File: src/rtl/uart_tx_mmio_pkg.sv
// Shared definitions for the memory-mapped UART transmitter:
// register offsets, status bit positions and FSM state encoding.
package uart_tx_mmio_pkg;

   localparam logic [31:0] TXDATA_OFF = 32'h0000_0008;
   localparam logic [31:0] STATUS_OFF = 32'h0000_000C;

   localparam int ST_BUSY  = 1;
   localparam int ST_FULL  = 2;
   localparam int ST_EMPTY = 3;
   localparam int ST_OVF   = 4;

   typedef enum logic [1:0] {
      S_IDLE  = 2'd0,
      S_START = 2'd1,
      S_DATA  = 2'd2,
      S_STOP  = 2'd3
   } tx_state_e;

   function automatic logic [31:0] status_word(
      input logic busy,
      input logic full,
      input logic empty,
      input logic ovf
   );
      logic [31:0] w;
      w = '0;
      w[ST_BUSY]  = busy;
      w[ST_FULL]  = full;
      w[ST_EMPTY] = empty;
      w[ST_OVF]   = ovf;
      return w;
   endfunction

endpackage

File: src/rtl/uart_fifo.sv
// Synchronous FIFO with first-word fall-through read data.
// Pointers carry an extra wrap bit to tell full from empty.
module uart_fifo #(
   parameter int WIDTH = 8,
   parameter int DEPTH = 4
) (
   input  logic             clk,
   input  logic             resetn,
   input  logic             push,
   input  logic [WIDTH-1:0] wdata,
   input  logic             pop,
   output logic [WIDTH-1:0] rdata,
   output logic             full,
   output logic             empty
);

   localparam int AW = $clog2(DEPTH);

   logic [WIDTH-1:0] mem [DEPTH];
   logic [AW:0]      wp;
   logic [AW:0]      rp;
   logic             do_push;
   logic             do_pop;

   assign empty = (wp == rp);
   assign full  = (wp[AW] != rp[AW]) &&
                  (wp[AW-1:0] == rp[AW-1:0]);

   // A pop in the same cycle frees the slot a full push needs.
   assign do_pop  = pop & ~empty;
   assign do_push = push & (~full | do_pop);

   assign rdata = mem[rp[AW-1:0]];

   always_ff @(posedge clk) begin
      if (do_push)
         mem[wp[AW-1:0]] <= wdata;
   end

   always_ff @(posedge clk or negedge resetn) begin
      if (!resetn) begin
         wp <= '0;
         rp <= '0;
      end else begin
         if (do_push) wp <= wp + 1'b1;
         if (do_pop)  rp <= rp + 1'b1;
      end
   end

endmodule

File: src/rtl/uart_tx_mmio.sv
// Memory-mapped 8N1 UART transmitter: bus decode, status register,
// TX FIFO and the serialising state machine with its baud counter.
module uart_tx_mmio
   import uart_tx_mmio_pkg::*;
#(
   parameter int          CLK_FREQ   = 12000000,
   parameter int          BAUD       = 115200,
   parameter int          FIFO_DEPTH = 4,
   parameter logic [31:0] IO_BASE    = 32'h0040_0000
) (
   input  logic        clk,
   input  logic        resetn,
   input  logic [31:0] mem_addr,
   input  logic        mem_rstrb,
   output logic [31:0] mem_rdata,
   input  logic [31:0] mem_wdata,
   input  logic [3:0]  mem_wmask,
   output logic        uart_tx,
   output logic        tx_busy
);

   localparam int CPB = CLK_FREQ / BAUD;
   localparam int CW  = (CPB > 1) ? $clog2(CPB) : 1;
   localparam logic [CW-1:0] CNT_LAST = CW'(CPB - 1);

   localparam logic [31:0] TX_ADDR = IO_BASE + TXDATA_OFF;
   localparam logic [31:0] ST_ADDR = IO_BASE + STATUS_OFF;

   logic          sel_tx;
   logic          sel_st;
   logic          push_req;
   logic          st_rd;
   logic          ovf_set;
   logic          overflow;
   logic          fifo_full;
   logic          fifo_empty;
   logic [7:0]    fifo_rdata;
   logic          pop;

   tx_state_e     state;
   tx_state_e     state_n;
   logic [CW-1:0] cnt;
   logic [CW-1:0] cnt_n;
   logic [2:0]    idx;
   logic [2:0]    idx_n;
   logic [7:0]    shift;
   logic [7:0]    shift_n;
   logic          tx_d;
   logic          cnt_end;
   logic          unused_bits;

   assign unused_bits = ^{mem_wdata[31:8], mem_wmask[3:1],
                          mem_addr[1:0]};

   assign sel_tx   = (mem_addr[31:2] == TX_ADDR[31:2]);
   assign sel_st   = (mem_addr[31:2] == ST_ADDR[31:2]);
   assign push_req = sel_tx & mem_wmask[0];
   assign st_rd    = sel_st & mem_rstrb;
   assign ovf_set  = push_req & fifo_full & ~pop;

   assign tx_busy  = (state != S_IDLE) | ~fifo_empty;

   uart_fifo #(
      .WIDTH (8),
      .DEPTH (FIFO_DEPTH)
   ) u_fifo (
      .clk    (clk),
      .resetn (resetn),
      .push   (push_req),
      .wdata  (mem_wdata[7:0]),
      .pop    (pop),
      .rdata  (fifo_rdata),
      .full   (fifo_full),
      .empty  (fifo_empty)
   );

   // Read data holds unless a known register is read.
   always_ff @(posedge clk or negedge resetn) begin
      if (!resetn) begin
         mem_rdata <= '0;
      end else if (mem_rstrb) begin
         unique case (1'b1)
            sel_st:  mem_rdata <= status_word(tx_busy, fifo_full,
                                              fifo_empty, overflow);
            sel_tx:  mem_rdata <= '0;
            default: ;
         endcase
      end
   end

   // A new overflow wins over the clear-on-read.
   always_ff @(posedge clk or negedge resetn) begin
      if (!resetn)
         overflow <= 1'b0;
      else if (ovf_set)
         overflow <= 1'b1;
      else if (st_rd)
         overflow <= 1'b0;
   end

   always_ff @(posedge clk or negedge resetn) begin
      if (!resetn) begin
         state   <= S_IDLE;
         cnt     <= '0;
         idx     <= '0;
         shift   <= '0;
         uart_tx <= 1'b1;
      end else begin
         state   <= state_n;
         cnt     <= cnt_n;
         idx     <= idx_n;
         shift   <= shift_n;
         uart_tx <= tx_d;
      end
   end

   assign cnt_end = (cnt == CNT_LAST);

   always_comb begin
      state_n = state;
      cnt_n   = cnt;
      idx_n   = idx;
      shift_n = shift;
      pop     = 1'b0;
      unique case (state)
         S_IDLE: begin
            if (!fifo_empty) begin
               pop     = 1'b1;
               shift_n = fifo_rdata;
               cnt_n   = '0;
               state_n = S_START;
            end
         end
         S_START: begin
            if (cnt_end) begin
               cnt_n   = '0;
               idx_n   = '0;
               state_n = S_DATA;
            end else begin
               cnt_n = cnt + 1'b1;
            end
         end
         S_DATA: begin
            if (cnt_end) begin
               cnt_n   = '0;
               shift_n = {1'b0, shift[7:1]};
               if (idx == 3'd7)
                  state_n = S_STOP;
               else
                  idx_n = idx + 3'd1;
            end else begin
               cnt_n = cnt + 1'b1;
            end
         end
         S_STOP: begin
            if (cnt_end) begin
               cnt_n = '0;
               // Chain straight into the next start bit.
               if (!fifo_empty) begin
                  pop     = 1'b1;
                  shift_n = fifo_rdata;
                  state_n = S_START;
               end else begin
                  state_n = S_IDLE;
               end
            end else begin
               cnt_n = cnt + 1'b1;
            end
         end
         default: state_n = S_IDLE;
      endcase
   end

   // Line level registered from the upcoming state.
   always_comb begin
      tx_d = 1'b1;
      unique case (state_n)
         S_IDLE:  tx_d = 1'b1;
         S_START: tx_d = 1'b0;
         S_DATA:  tx_d = shift_n[0];
         S_STOP:  tx_d = 1'b1;
         default: tx_d = 1'b1;
      endcase
   end

endmodule

File: config.mk
export PLATFORM = sky130hd
export DESIGN_NAME = uart_tx_mmio
export DESIGN_NICKNAME = d
export VERILOG_FILES = /design/src/rtl/uart_tx_mmio_pkg.sv /design/src/rtl/uart_fifo.sv /design/src/rtl/uart_tx_mmio.sv
export SDC_FILE = /design/constraint.sdc
export NUM_CORES = 1
export LEC_CHECK = 0
export ABC_AREA = 0
export BUFFER_PORTS_ARGS = -buffer_cell sky130_fd_sc_hd__buf_2
export CORE_ASPECT_RATIO = 2
export CORE_MARGIN = 1.5
export CORE_UTILIZATION = 35
export CTS_CLUSTER_SIZE = 12
export DETAILED_ROUTE_END_ITERATION = 10
export PLACE_DENSITY = 0.58
export SKIP_CTS_REPAIR_TIMING = 1
export SYNTH_ARGS = -nofsm -noshare
export SYNTH_HDL_FRONTEND = slang
export SYNTH_SLANG_ARGS = --single-unit
File: constraint.sdc
create_clock -name clk -period 3.2 [get_ports clk]
set_input_delay 0.48 -clock clk [delete_from_list [all_inputs] [get_ports clk]]
set_output_delay 0.48 -clock clk [all_outputs]
set_load 0.005 [all_outputs]
=== Word level (Yosys, flattened, before mapping) ===
Memory sizes are Yosys's and may differ from the RTL's.
Index checks and enable logic that the tools add are counted.

* Bits in registers: 60
* Memory bits (writable): 32
* Input bits: 71
* Output and inout port bits: 34
* Logic and storage cells: 84
* Memories kept: 1

* $add $sub $neg: 4
* Equality and inequality tests: 18
* Multiplexer cells: 27
* Bitwise logic cells: 11
* Reductions and logical operators: 13

{| class="wikitable"
|+ Memories
! name !! words !! width !! read ports !! clocked after Yosys merged registers in !! write ports !! line !! source
|-
| u_fifo.mem || 4 || 8 || 1 || 0 || 1 || uart_fifo.sv:19 || <nowiki>logic [WIDTH-1:0] mem [DEPTH];</nowiki>
|}

{| class="wikitable"
|+ Operators with widths
! cell !! number
|-
| 32-bit case mux with 2 select lines || 1
|-
| 30-bit by 21-bit equality test with 1-bit output, second input constant || 2
|-
| 8-bit 2-to-1 mux || 3
|-
| 8-bit case mux with 3 select lines || 1
|-
| 7-bit 2-to-1 mux || 2
|-
| 7-bit case mux with 2 select lines || 1
|-
| 2-bit 2-to-1 mux || 5
|-
| 2-bit != test, second input constant || 5
|-
| 3-bit by 1-bit adder with 3-bit output, second input constant || 3
|-
| 3-bit 2-to-1 mux || 3
|-
| 2-bit equality test, second input constant || 4
|-
| 2-bit case mux with 4 select lines || 1
|-
| 2-bit nonzero test || 4
|-
| 7-bit by 1-bit adder with 7-bit output, second input constant || 1
|-
| 7-bit equality test, second input constant || 1
|-
| 1-bit 2-to-1 mux || 7
|-
| 1-bit bitwise AND || 6
|-
| 3-bit case mux with 2 select lines || 1
|-
| 2-bit by 1-bit equality test with 1-bit output, second input constant || 2
|-
| 2-bit zero test || 2
|-
| 4-bit AND reduction || 1
|-
| 3-bit equality test || 1
|-
| 3-bit equality test, second input constant || 1
|-
| 1-bit inverter || 3
|-
| 11 further kinds || 12
|}

=== Longest topological paths before layout ===
Gate-level depths: netlist (run 1).

* Depth in word-level cells: 9
* Depth in mapped cells: 10
* Depth with buffers taken out: 9

=== By module ===
From an unflattened synthesis (run 1), not the netlist that was laid out.

* Cell total of the unflattened synthesis: 305
* Area, all modules: 3574.7 um^2

{| class="wikitable"
|+ By module, submodules not included
! module !! times used !! cells an instance !! area each (um^2) !! sequential area each (um^2)
|-
| uart_tx_mmio || 1 || 217 || 1953.1 || 651.9
|-
| uart_fifo || 1 || 88 || 1621.6 || 1111.1
|}

=== Least setup slack after synthesis (run 1) ===
Ideal clock, no wire load.

* Path kind: input to register
* Start: input port mem_addr[5]
* End: memory u_fifo.mem[3][0] (enable)
* Setup time: 385 ps
* Arrival: 2240 ps
* Required time: 2815 ps
* Path slack: 575 ps
* Cell stages on the path: 4
* Cells stage by stage: nor4b_2 > nand4_2 > or4_4 > nor3b_1

* Word-level cells in the longest chain between the ends: 5

{| class="wikitable"
|+ Ends and longest elaborated chain
! element !! line !! source
|-
| start, declared || uart_tx_mmio.sv:13 || <nowiki>input logic [31:0] mem_addr,</nowiki>
|-
| 30-bit by 21-bit equality test with 1-bit output || uart_tx_mmio.sv:55 || <nowiki>assign sel_tx = (mem_addr[31:2] == TX_ADDR[31:2]);</nowiki>
|-
| 1-bit bitwise AND || uart_tx_mmio.sv:57 || <nowiki>assign push_req = sel_tx & mem_wmask[0];</nowiki>
|-
| 1-bit bitwise AND || uart_fifo.sv:31 || <nowiki>assign do_push = push & (~full | do_pop);</nowiki>
|-
| 1-bit 2-to-1 mux || uart_fifo.sv:36 || <nowiki>if (do_push)</nowiki>
|-
| 1-bit 2-to-1 mux (implied by the code) || uart_fifo.sv:37 || <nowiki>mem[wp[AW-1:0]] <= wdata;</nowiki>
|-
| end, declared || uart_fifo.sv:19 ||
|}

Every way passes these cells.

=== Worst setup path in the final report (run 1) ===
* Start: register state[0]
* End: register uart_tx

* Word-level cells in the longest chain between the ends: 6

{| class="wikitable"
|+ Ends and longest elaborated chain
! element !! line !! source
|-
| start, declared || uart_tx_mmio.sv:40 || <nowiki>tx_state_e state;</nowiki>
|-
| start signal, assigned || uart_tx_mmio.sv:109 || <nowiki>state <= state_n;</nowiki>
|-
| 2-bit 2-to-1 mux || uart_tx_mmio.sv:147 || <nowiki>if (idx == 3'd7)</nowiki>
|-
| 2-bit 2-to-1 mux || uart_tx_mmio.sv:144 || <nowiki>if (cnt_end) begin</nowiki>
|-
| 2-bit case mux with 4 select lines * || uart_tx_mmio.sv:125 || <nowiki>unique case (state)</nowiki>
|-
| via state_n[0] || uart_tx_mmio.sv:41 || <nowiki>tx_state_e state_n;</nowiki>
|-
| 2-bit equality test / 2-bit zero test (equally long branches) || uart_tx_mmio.sv:177 || <nowiki>unique case (state_n)</nowiki>
|-
| 2-bit OR reduction (no line) || n/a ||
|-
| 1-bit case mux with 3 select lines * || uart_tx_mmio.sv:177 ||
|-
| via tx_d || uart_tx_mmio.sv:48 || <nowiki>logic tx_d;</nowiki>
|-
| end signal, assigned || uart_tx_mmio.sv:113 || <nowiki>uart_tx <= tx_d;</nowiki>
|-
| end, declared || uart_tx_mmio.sv:18 || <nowiki>output logic uart_tx,</nowiki>
|}

The timed path passes the listed nets; every way through them passes the cells marked *.
A chain may end at the register's enable or synchronous reset.

==> run_results.csv, run 1 <==
group,metric,value,unit
drt,drt-pass1-iter-count,4,
yosys,synth_warnings,0,
yosys,async_flop_share,50.0,%
power,power_frac_seq,41.3,%
cells_and_area,nets,421,
global_route,first_global_vias,2449,
power,swShare,28.0,%
global_route,grt_pass1_wl,12000,um
placement,dp_hpwl,5430,um
clocking,clock_path_buffers,2,
placement,place_ws,549,ps
global_route,grt_usage,14.9,%
cells_and_area,layout-drive-gt1-share,29.4,%
placement,dpl_cell_area,0.00385,sq mm
timing,timing.final.crit_share,84.0,%
setup_path,worstPathArrival,2930,ps
flow_run,drv_cap,0,
timing,drv_slew,0,
floorplanning,io_pins,105,
cells_and_area,multi_input_area,0.00159,sq mm
clocking,cts_num_sinks,64,
yosys,synth_area_leaders,"edfxtp_1 (27%), dfrtp_1 (22%), buf_4 (5.9%), ha_1 (5.3%), mux4_2 (5.1%)",
yosys,yosysMostFrequentCell,"edfxtp_1",
yosys,ys_seq_area_share,49.5,%
clocking,insertion_delay,330,ps
cells_and_area,antenna_cells,0,
power,combPwrFrac,19.3,%
yosys,syn_area,0.00356,sq mm
timing,fmax,372,MHz
timing,hold_viol_final,0,
clocking,clkTransAtPathRegs,60,ps
run_status,outcome,"finished clean",
yosys,ys_ff_latch,64,
drt,wire_per_inst,15.1,um
floorplanning,die_h,146,um
timing,period_needed,2690,ps
power,p_clk_share,39.4,%
hold_path,hp-class,"in -> async",
setup_path,crit_required,3450,ps
cells_and_area,area_delta_synth_final,16.5,%
global_route,grt_max_degree,33,
setup_path,worstSetupPathType,"reg -> reg",
power,switchingPower,0.684,mW
clocking,cts_buffers,9,
timing,timing.hold.ws,215,ps
yosys,synthesis.area_per_instance,12.8,sq um
cells_and_area,finish.utilization,41.4,%
drt,postRouteAntennaNets,0,
timing,tightestPinTransition,761,ps
cells_and_area,stdcell_count,475,
global_route,antenna_found_initial,0,
yosys,synth_commonest_cells,"edfxtp_1 (32), dfrtp_1 (31), buf_4 (28)",
timing,rsz0062_at_grt,"no",
timing,timing.final.ws_setup,513,ps
floorplanning,coreArea,0.0100,sq mm
timing,skew,7.98,ps
clocking,h-tree-depth,3,
cells_and_area,seqCellArea,0.00176,sq mm
power,p_leak,1.70,nW
floorplanning,initial_core_util,35.6,%
power,power.density,587,mW/mm^2
floorplanning,rows,52,
setup_path,critPathMaxFanout,10,
drt,drc_errors,0,
power,p_total,2.44,mW
setup_path,start_kind,"flip-flop",
clocking,cts_root_buf,"clkbuf_16",
placement,globalplace.congestion,0.742,
yosys,synth_top_area_share,27.0,%
yosys,synth_edf_count,32,
timing,finalSetupViolations,0,
power,ir_drop,0.000456,V
yosys,syn_inst,279,
setup_path,crit_path_end_kind,"flip-flop",
global_route,grt_overflow,0,
timing,fin_tns_setup,0,ps
power,intPower,1.76,mW
drt,vias,2353,
yosys,synth_top_cell_by_area,"edfxtp_1",
cells_and_area,fin_area,0.00415,sq mm
setup_path,r2r_slack,510,ps
drt,routed_via_density,4.95,
drt,drt-total-wl,7150,um
yosys,synth_ff_type,"edfxtp_1",
cells_and_area,fillers,982,
floorplanning,die_area,0.0108,sq mm
floorplanning,dieWidth,74.4,um
timing,relSlewSlack,49.0,%
placement,io_buffer_count,47,
placement,dp_cells,459,
clocking,cts_tree,"done",
yosys,synth.distinct_cells,68,
drt,drtIter0Drc,58,
[registers in the layout (all words and copies together), names as in the netlist]
| signal | cells |
|---|---|
| u_fifo.rp | 3 |
| state | 2 |
| idx | 3 |
| cnt | 7 |
| overflow | 1 |
| uart_tx | 1 |
| shift | 8 |
| mem_rdata | 4 |
| u_fifo.mem | 32 |
| u_fifo.wp | 3 |
[path summary, 6_finish.rpt]
| kind | from | endpoint | cells after the start |
|---|---|---|---|
| max reg2reg | state[0]$_DFF_PN0_ | uart_tx$_DFF_PN1_ | 9 |
| max | state[0]$_DFF_PN0_ | uart_tx$_DFF_PN1_ | 9 |
| min in group clk | mem_wdata[7] | u_fifo.mem[3][7]$_DFFE_PP_ | 1 |
| max in group asynchronous | resetn | u_fifo.wp[1]$_DFFE_PN0N_ | 1 |
| min | resetn | mem_rdata[4]$_DFFE_PN0P_ | 1 |
| min reg2reg | shift[3]$_DFFE_PN0P_ | shift[2]$_DFFE_PN0P_ | 1 |
[cells in the final DEF, fill, tap and decap left out, types with 3 or more instances in the layout]
master and instances:
nand2_1 13, mux2i_1 3, ha_1 15, xor2_2 3, nor4_1 3, dfrtp_1 31, nor2_1 8, inv_1 12
edfxtp_1 32, clkbuf_16 9, o21ai_0 14, and2_1 3, a21o_1 3, buf_4 7, nor3b_1 4, nor4b_1 7
a31oi_1 3, nand3_1 5, conb_1 28, buf_2 47, a221o_1 6, nor3_1 5, a22o_1 7, mux4_2 8
nand2b_1 3
[logic make-up (layout without fill, tap and decap cells)]
group / Yosys count / count (layout) / share of synthesized area, %
AO/OA/AOI/OAI: 54 / 54 / 12.3
adder cells (fa/ha/maj): 15 / 15 / 5.27
flip-flops: 64 / 64 / 49.5
other: 1 / 28 / 0.105
AND/OR/NAND/NOR: 76 / 76 / 15.0
multiplexers: 14 / 14 / 6.85
XOR/XNOR: 7 / 7 / 2.35
buffers and inverters: 48 / 82 / 8.74
[critical path, stage by stage (launching register included)]
cell,delay (ps)
dfrtp_1,420
inv_1,180
ha_1,400
and3b_1,250
nor4_1,390
o32a_1,230
o21ai_0,140
ha_1,230
o21bai_1,160
a41oi_1,190
[routing by layer]
| layer | vias to the layer above | wire [um] | global-route usage, % |
|---|---|---|---|
| li1 | 1123 | - | - |
| met1 | 1147 | 2430 | 14.6 |
| met2 | 63 | 4260 | 27.1 |
| met3 | 20 | 186 | 3.39 |
| met4 | 0 | 277 | 8.55 |
| met5 | - | 0 | 0 |
[layout make-up]
class	count	share of cell area, %
multi-input cells	194	38.3
flip-flops and latches	64	42.5
clock buffers	9	5.42
inverters	12	1.08
clock inverters	7	1.75
well taps	135	4.07
repair buffers	54	6.93
[power by group through the flow]
stage	Combinational, mW	Sequential, mW	Clock (mW)
after floorplan	0.361	1.00	0
after global placement	0.460	1.02	0
after detailed placement	0.471	1.02	0
after CTS	0.474	1.01	0.984
after global routing	0.538	1.02	1.01
final	0.471	1.01	0.961
No activity file was read; power rests on OpenSTA's default activity.
==> run 2, diff against run 1 <==
--- a/config.mk
+++ b/config.mk
@@ -5,14 +5,14 @@
 export SDC_FILE = /design/constraint.sdc
 export NUM_CORES = 1
 export LEC_CHECK = 0
-export ABC_AREA = 0
+export ABC_AREA = 1
 export BUFFER_PORTS_ARGS = -buffer_cell sky130_fd_sc_hd__buf_2
 export CORE_ASPECT_RATIO = 2
 export CORE_MARGIN = 1.5
 export CORE_UTILIZATION = 35
 export CTS_CLUSTER_SIZE = 12
 export DETAILED_ROUTE_END_ITERATION = 10
-export PLACE_DENSITY = 0.58
+export PLACE_DENSITY = 0.57
 export SKIP_CTS_REPAIR_TIMING = 1
 export SYNTH_ARGS = -nofsm -noshare
 export SYNTH_HDL_FRONTEND = slang
==> constraint.sdc (replaced) <==
create_clock -name clk -period 2.7 [get_ports clk]
set_input_delay 0.405 -clock clk [delete_from_list [all_inputs] [get_ports clk]]
set_output_delay 0.405 -clock clk [all_outputs]
set_load 0.005 [all_outputs]
==> run 2 against run 1 <==
  * Via count up 19%
  * Power up 2.1%
  * Die area up 3.6%
  * Worst hold slack worse by 76 ps
  * Clock power up 28%
  * Combinational power down 55%
  * Sequential power up 4%
  * Global-route usage up 0.37 points
  * Sequential share of layout area down 1.5 points
  * Largest power group is now the clock network
==> run_results.csv, run 2 <==
group,metric,value,unit
yosys,synth_top_cell_by_area,"edfxtp_1",
placement,io_buffer_count,47,
setup_path,r2r_end,"u_fifo.mem[0][7]$_DFFE_PP_",
timing,skew,7.16,ps
global_route,grt_pass1_wl,12900,um
setup_path,critPathMaxFanout,10,
setup_path,slowest_stage,"dfrtp_1",
cells_and_area,layout-drive-gt1-share,22.1,%
timing,timing.hold.ws,139,ps
cells_and_area,final_common_cell,"nand2_1",
yosys,synthesis.area_per_instance,9.17,sq um
setup_path,worstPathArrival,2190,ps
run_status,outcome,"finished clean",
yosys,synth_area_leaders,"edfxtp_1 (26%), dfrtp_1 (21%), nand2_1 (8.3%), buf_4 (5.7%), ha_1 (5.1%)",
global_route,grt_max_degree,33,
timing,rsz0062_at_grt,"no",
yosys,async_flop_share,50.0,%
drt,drc_errors,0,
yosys,synth.distinct_cells,45,
drt,wire_per_inst,12.6,um
placement,dp_cells,585,
power,p_leak,1.99,nW
setup_path,r2r_slack,550,ps
power,power.density,578,mW/mm^2
setup_path,max_stage_delay,410,ps
clocking,cts_buffers,9,
setup_path,rr_startpoint,"state[0]$_DFF_PN0_",
timing,tightestPinTransition,767,ps
timing,relSlewSlack,48.8,%
setup_path,worstSetupPathType,"reg -> reg",
yosys,yosysMostFrequentCell,"nand2_1",
clocking,insertion_delay,330,ps
cells_and_area,antenna_cells,0,
yosys,synth_top_area_share,26.0,%
yosys,syn_inst,403,
clocking,cts_root_buf,"clkbuf_16",
timing,period_needed,2150,ps
cells_and_area,final_cell_mix,"nand2_1 (82), nor2_1 (49), buf_2 (47)",
cells_and_area,area_delta_synth_final,16.6,%
setup_path,cp_top_family,"simple AND/OR/NAND/NOR gates",
cells_and_area,finish.utilization,42.2,%
global_route,antenna_found_initial,0,
floorplanning,rows,52,
yosys,synth_warnings,0,
setup_path,path_cells,"inv_1, ha_1, inv_1, nand2_4, nand3_2, nand2_2, nand3_2, nor2_1, buf_4",
setup_path,start_kind,"flip-flop",
clocking,clkTransAtPathRegs,60,ps
cells_and_area,stdcell_count,601,
hold_path,hp-class,"in -> async",
yosys,synth_edf_count,32,
global_route,grt_overflow,0,
drt,vias,2789,
clocking,cts_num_sinks,64,
timing,timing.final.crit_share,79.8,%
timing,fin_tns_setup,0,ps
placement,dp_hpwl,5790,um
floorplanning,die_h,148,um
setup_path,crit_path_end_kind,"flip-flop",
floorplanning,dieWidth,75.7,um
setup_path,crit_required,2730,ps
timing,drv_slew,0,
drt,drt-total-wl,7570,um
cells_and_area,nets,547,
timing,fmax,464,MHz
floorplanning,coreArea,0.0102,sq mm
clocking,clock_path_buffers,2,
floorplanning,initial_core_util,36.2,%
setup_path,path_buf_inv,3,
global_route,grt_usage,15.3,%
drt,routed_via_density,4.64,
yosys,syn_area,0.00370,sq mm
flow_run,drv_cap,0,
yosys,synth_ff_type,"edfxtp_1",
setup_path,r2r_cells,9,
cells_and_area,fillers,1032,
power,ir_drop,0.000528,V
floorplanning,io_pins,105,
yosys,synth_commonest_cells,"nand2_1 (82), nor2_1 (49), inv_1 (36)",
cells_and_area,largest_reg_flops,32,
drt,postRouteAntennaNets,0,
yosys,ys_seq_area_share,47.7,%
placement,globalplace.congestion,0.867,
global_route,first_global_vias,2891,
drt,drt-pass1-iter-count,4,
timing,finalSetupViolations,0,
clocking,cts_tree,"done",
drt,drtIter0Drc,92,
clocking,h-tree-depth,3,
yosys,ys_ff_latch,64,
floorplanning,die_area,0.0112,sq mm
timing,hold_viol_final,0,
[run 2: worst reg2reg max path, stage by stage (launching register included)]
cell and delay [ps]:
dfrtp_1 410, inv_1 190, ha_1 200, inv_1 130, nand2_4 170, nand3_2 140, nand2_2 150, nand3_2 150
nor2_1 120, buf_4 190
[run 2: through the flow]
step	total power [mW]	area [sq um]	setup slack (ps)
after floorplan	1.24	3800	625
after global placement	1.28	3990	560
after detailed placement	1.28	3990	534
after CTS	2.52	4310	511
after global routing	2.59	4310	328
final	2.49	4310	545
[run 2: metal layers]
metal,track usage (%),routed length [um],vias to the layer above
li1,-,-,1405
met1,14.8,2750,1307
met2,28.8,4380,61
met3,3.12,215,16
met4,7.41,223,0
met5,0,0,-
[run 2: final cells by class]
type / count / area, sq um / share of cell area (%)
Inverter: 43 / 171 / 3.98
Tap cell: 135 / 169 / 3.92
Timing Repair Buffer: 54 / 288 / 6.68
Clock inverter: 7 / 96.3 / 2.24
Sequential cell: 64 / 1760 / 40.9
Clock buffer: 9 / 225 / 5.23
Multi-Input combinational cell: 289 / 1600 / 37.0
[run 2: how the worst max path moves through the flow]
stage	cells past startpoint	slack [ps]	from	end
floorplan	8	620	state[0]$_DFF_PN0_	u_fifo.mem[1][0]$_DFFE_PP_
global placement	9	560	state[0]$_DFF_PN0_	u_fifo.mem[3][6]$_DFFE_PP_
detailed placement	9	530	state[0]$_DFF_PN0_	u_fifo.mem[0][6]$_DFFE_PP_
CTS	6	510	u_fifo.rp[1]$_DFFE_PN0P_	tx_busy
global route	9	330	state[0]$_DFF_PN0_	u_fifo.mem[0][7]$_DFFE_PP_
finish	9	550	state[0]$_DFF_PN0_	u_fifo.mem[0][7]$_DFFE_PP_
[run 2: kinds of logic (layout without fill, tap and decap cells)]
group                      Yosys count  count (layout)  share of synthesized area (%)
and+or+nand+nor                    189             189                           24.3
adders and majority gates           15              15                           5.08
DFF                                 64              64                           47.7
xor gates and xnor gates             4               4                          0.948
other                                1              28                          0.101
AOI/OAI and AO/OA                   53              53                           9.95
buffers and inverters               77             113                           11.9
[run 2: report_power, final]
group | internal, mW | total [mW] | switching (mW)
logic | 0.0797 | 0.212 | 0.133
clock network | 0.806 | 1.23 | 0.422
registers | 1.04 | 1.05 | 0.00910
total | 1.93 | 2.49 | 0.564
==> run 3, diff against run 2 <==
==> constraint.sdc (replaced) <==
create_clock -name clk -period 2.2 [get_ports clk]
set_input_delay 0.33 -clock clk [delete_from_list [all_inputs] [get_ports clk]]
set_output_delay 0.33 -clock clk [all_outputs]
set_load 0.005 [all_outputs]
==> run 3 against run 2 <==
  * Count of clock-buffer cells in the layout unchanged
  * Largest power group is now registers
  * Sequential share of layout area hardly changed
  * Sequential cell count unchanged
==> run_results.csv, run 3 (synthesized netlist as in run 2, its figures left out) <==
group,metric,value,unit
run_status,outcome,"finished clean",
global_route,antenna_found_initial,0,
floorplanning,die_area,0.0112,sq mm
setup_path,worstPathArrival,2050,ps
floorplanning,dieWidth,75.7,um
global_route,grt_usage,14.9,%
floorplanning,io_pins,105,
setup_path,rr_startpoint,"cnt[0]$_DFFE_PN0N_",
global_route,grt_max_degree,33,
power,ir_drop,0.000636,V
floorplanning,die_h,148,um
flow_run,drv_cap,0,
timing,tightestPinTransition,761,ps
setup_path,r2r_slack,180,ps
power,switchingPower,0.681,mW
drt,drt-pass1-iter-count,4,
placement,place_ws,164,ps
setup_path,worstSetupPathType,"reg -> reg",
clocking,cts_root_buf,"clkbuf_16",
power,combPwrFrac,9.5,%
clocking,insertion_delay,330,ps
cells_and_area,final_cell_mix,"nand2_1 (82), buf_2 (47), nor2_1 (46)",
drt,postRouteAntennaNets,0,
timing,timing.final.ws_setup,178,ps
setup_path,r2r_cells,10,
setup_path,r2r_end,"u_fifo.mem[2][7]$_DFFE_PP_",
timing,skew,8.68,ps
floorplanning,coreArea,0.0102,sq mm
global_route,grt_pass1_wl,12700,um
drt,drt-total-wl,7530,um
power,swShare,24.2,%
setup_path,critPathMaxFanout,8,
global_route,first_global_vias,2906,
clocking,clkTransAtPathRegs,60,ps
timing,relSlewSlack,49.3,%
power,power.density,654,mW/mm^2
floorplanning,rows,52,
clocking,cts_tree,"done",
timing,period_needed,2020,ps
drt,vias,2822,
setup_path,crit_required,2230,ps
timing,fmax,495,MHz
clocking,cts_buffers,9,
power,p_clk_share,44.8,%
placement,globalplace.congestion,0.858,
power,power_frac_seq,45.7,%
global_route,grt_overflow,0,
floorplanning,initial_core_util,36.2,%
setup_path,crit_path_end_kind,"flip-flop",
drt,drc_errors,0,
power,intPower,2.14,mW
timing,timing.final.crit_share,91.9,%
clocking,clock_path_buffers,2,
cells_and_area,layout-drive-gt1-share,23.2,%
drt,routed_via_density,4.67,
power,p_total,2.82,mW
placement,dp_hpwl,5760,um
cells_and_area,final_common_cell,"nand2_1",
cells_and_area,antenna_cells,0,
drt,drtIter0Drc,83,
timing,drv_slew,0,
cells_and_area,nets,550,
power,p_leak,1.99,nW
cells_and_area,area_delta_synth_final,16.6,%
clocking,cts_num_sinks,64,
clocking,h-tree-depth,3,
cells_and_area,largest_reg_flops,32,
hold_path,hp-class,"in -> async",
drt,wire_per_inst,12.5,um
setup_path,start_kind,"flip-flop",
timing,hold_viol_final,0,
placement,io_buffer_count,47,
timing,finalSetupViolations,0,
[run 3: critical path, cell delays in order (launching register included)]
cell	delay, ps
dfrtp_1	380
ha_1	180
nand2_1	110
inv_2	100
nand4_2	130
nand2_4	100
nand3_2	120
nand2_2	160
nand3_4	130
nor2_1	120
buf_4	190
[run 3: how the worst max path moves through the flow]
stage | from | endpoint | slack [ps] | cells after the start
after floorplan | state[0]$_DFF_PN0_ | u_fifo.mem[1][0]$_DFFE_PP_ | 120 | 8
after global placement | cnt[0]$_DFFE_PN0N_ | u_fifo.mem[3][6]$_DFFE_PP_ | 180 | 10
after detailed placement | cnt[0]$_DFFE_PN0N_ | u_fifo.mem[0][6]$_DFFE_PP_ | 160 | 10
after CTS | state[0]$_DFF_PN0_ | tx_busy | 80 | 7
after global routing | cnt[0]$_DFFE_PN0N_ | u_fifo.mem[1][1]$_DFFE_PP_ | -10 | 10
final | cnt[0]$_DFFE_PN0N_ | u_fifo.mem[2][7]$_DFFE_PP_ | 180 | 10
[run 3: through the flow]
step	hold WS (ps)	instance area [sq um]	utilization, %	TNS [ps]	std cells
after detailed placement	457	4010	39.2	0	588
after global routing	143	4310	42.2	-136	604
final	67.5	4310	42.2	0	604
after global placement	451	4010	39.2	0	588
after CTS	104	4280	41.9	0	604
after floorplan	34.4	3800	-	0	430
[run 3: area by class of cell]
class,instances,area (sq um)
fill,1024,5910
tap,135,169
multi-input combinational,289,1610
sequential,64,1760
clock inverter,7,48.8
clock buffer,9,225
inverter,43,171
timing repair buffer,57,322
[run 3: metal layers]
metal / vias up / global-route usage [%] / routed length, um
met5: - / 0 / 0
li1: 1413 / - / -
met3: 13 / 3.25 / 220
met1: 1330 / 14.0 / 2750
met2: 66 / 28.1 / 4380
met4: 0 / 7.77 / 182
[run 3: power groups by stage]
stage / Clock, mW / Sequential, mW / Combinational, mW
6_report: 1.26 / 1.29 / 0.267
5_1_grt: 1.34 / 1.29 / 0.312
4_1_cts: 1.31 / 1.29 / 0.272
3_5_place_dp: 0 / 1.31 / 0.271
3_3_place_gp: 0 / 1.31 / 0.263
2_1_floorplan: 0 / 1.31 / 0.210
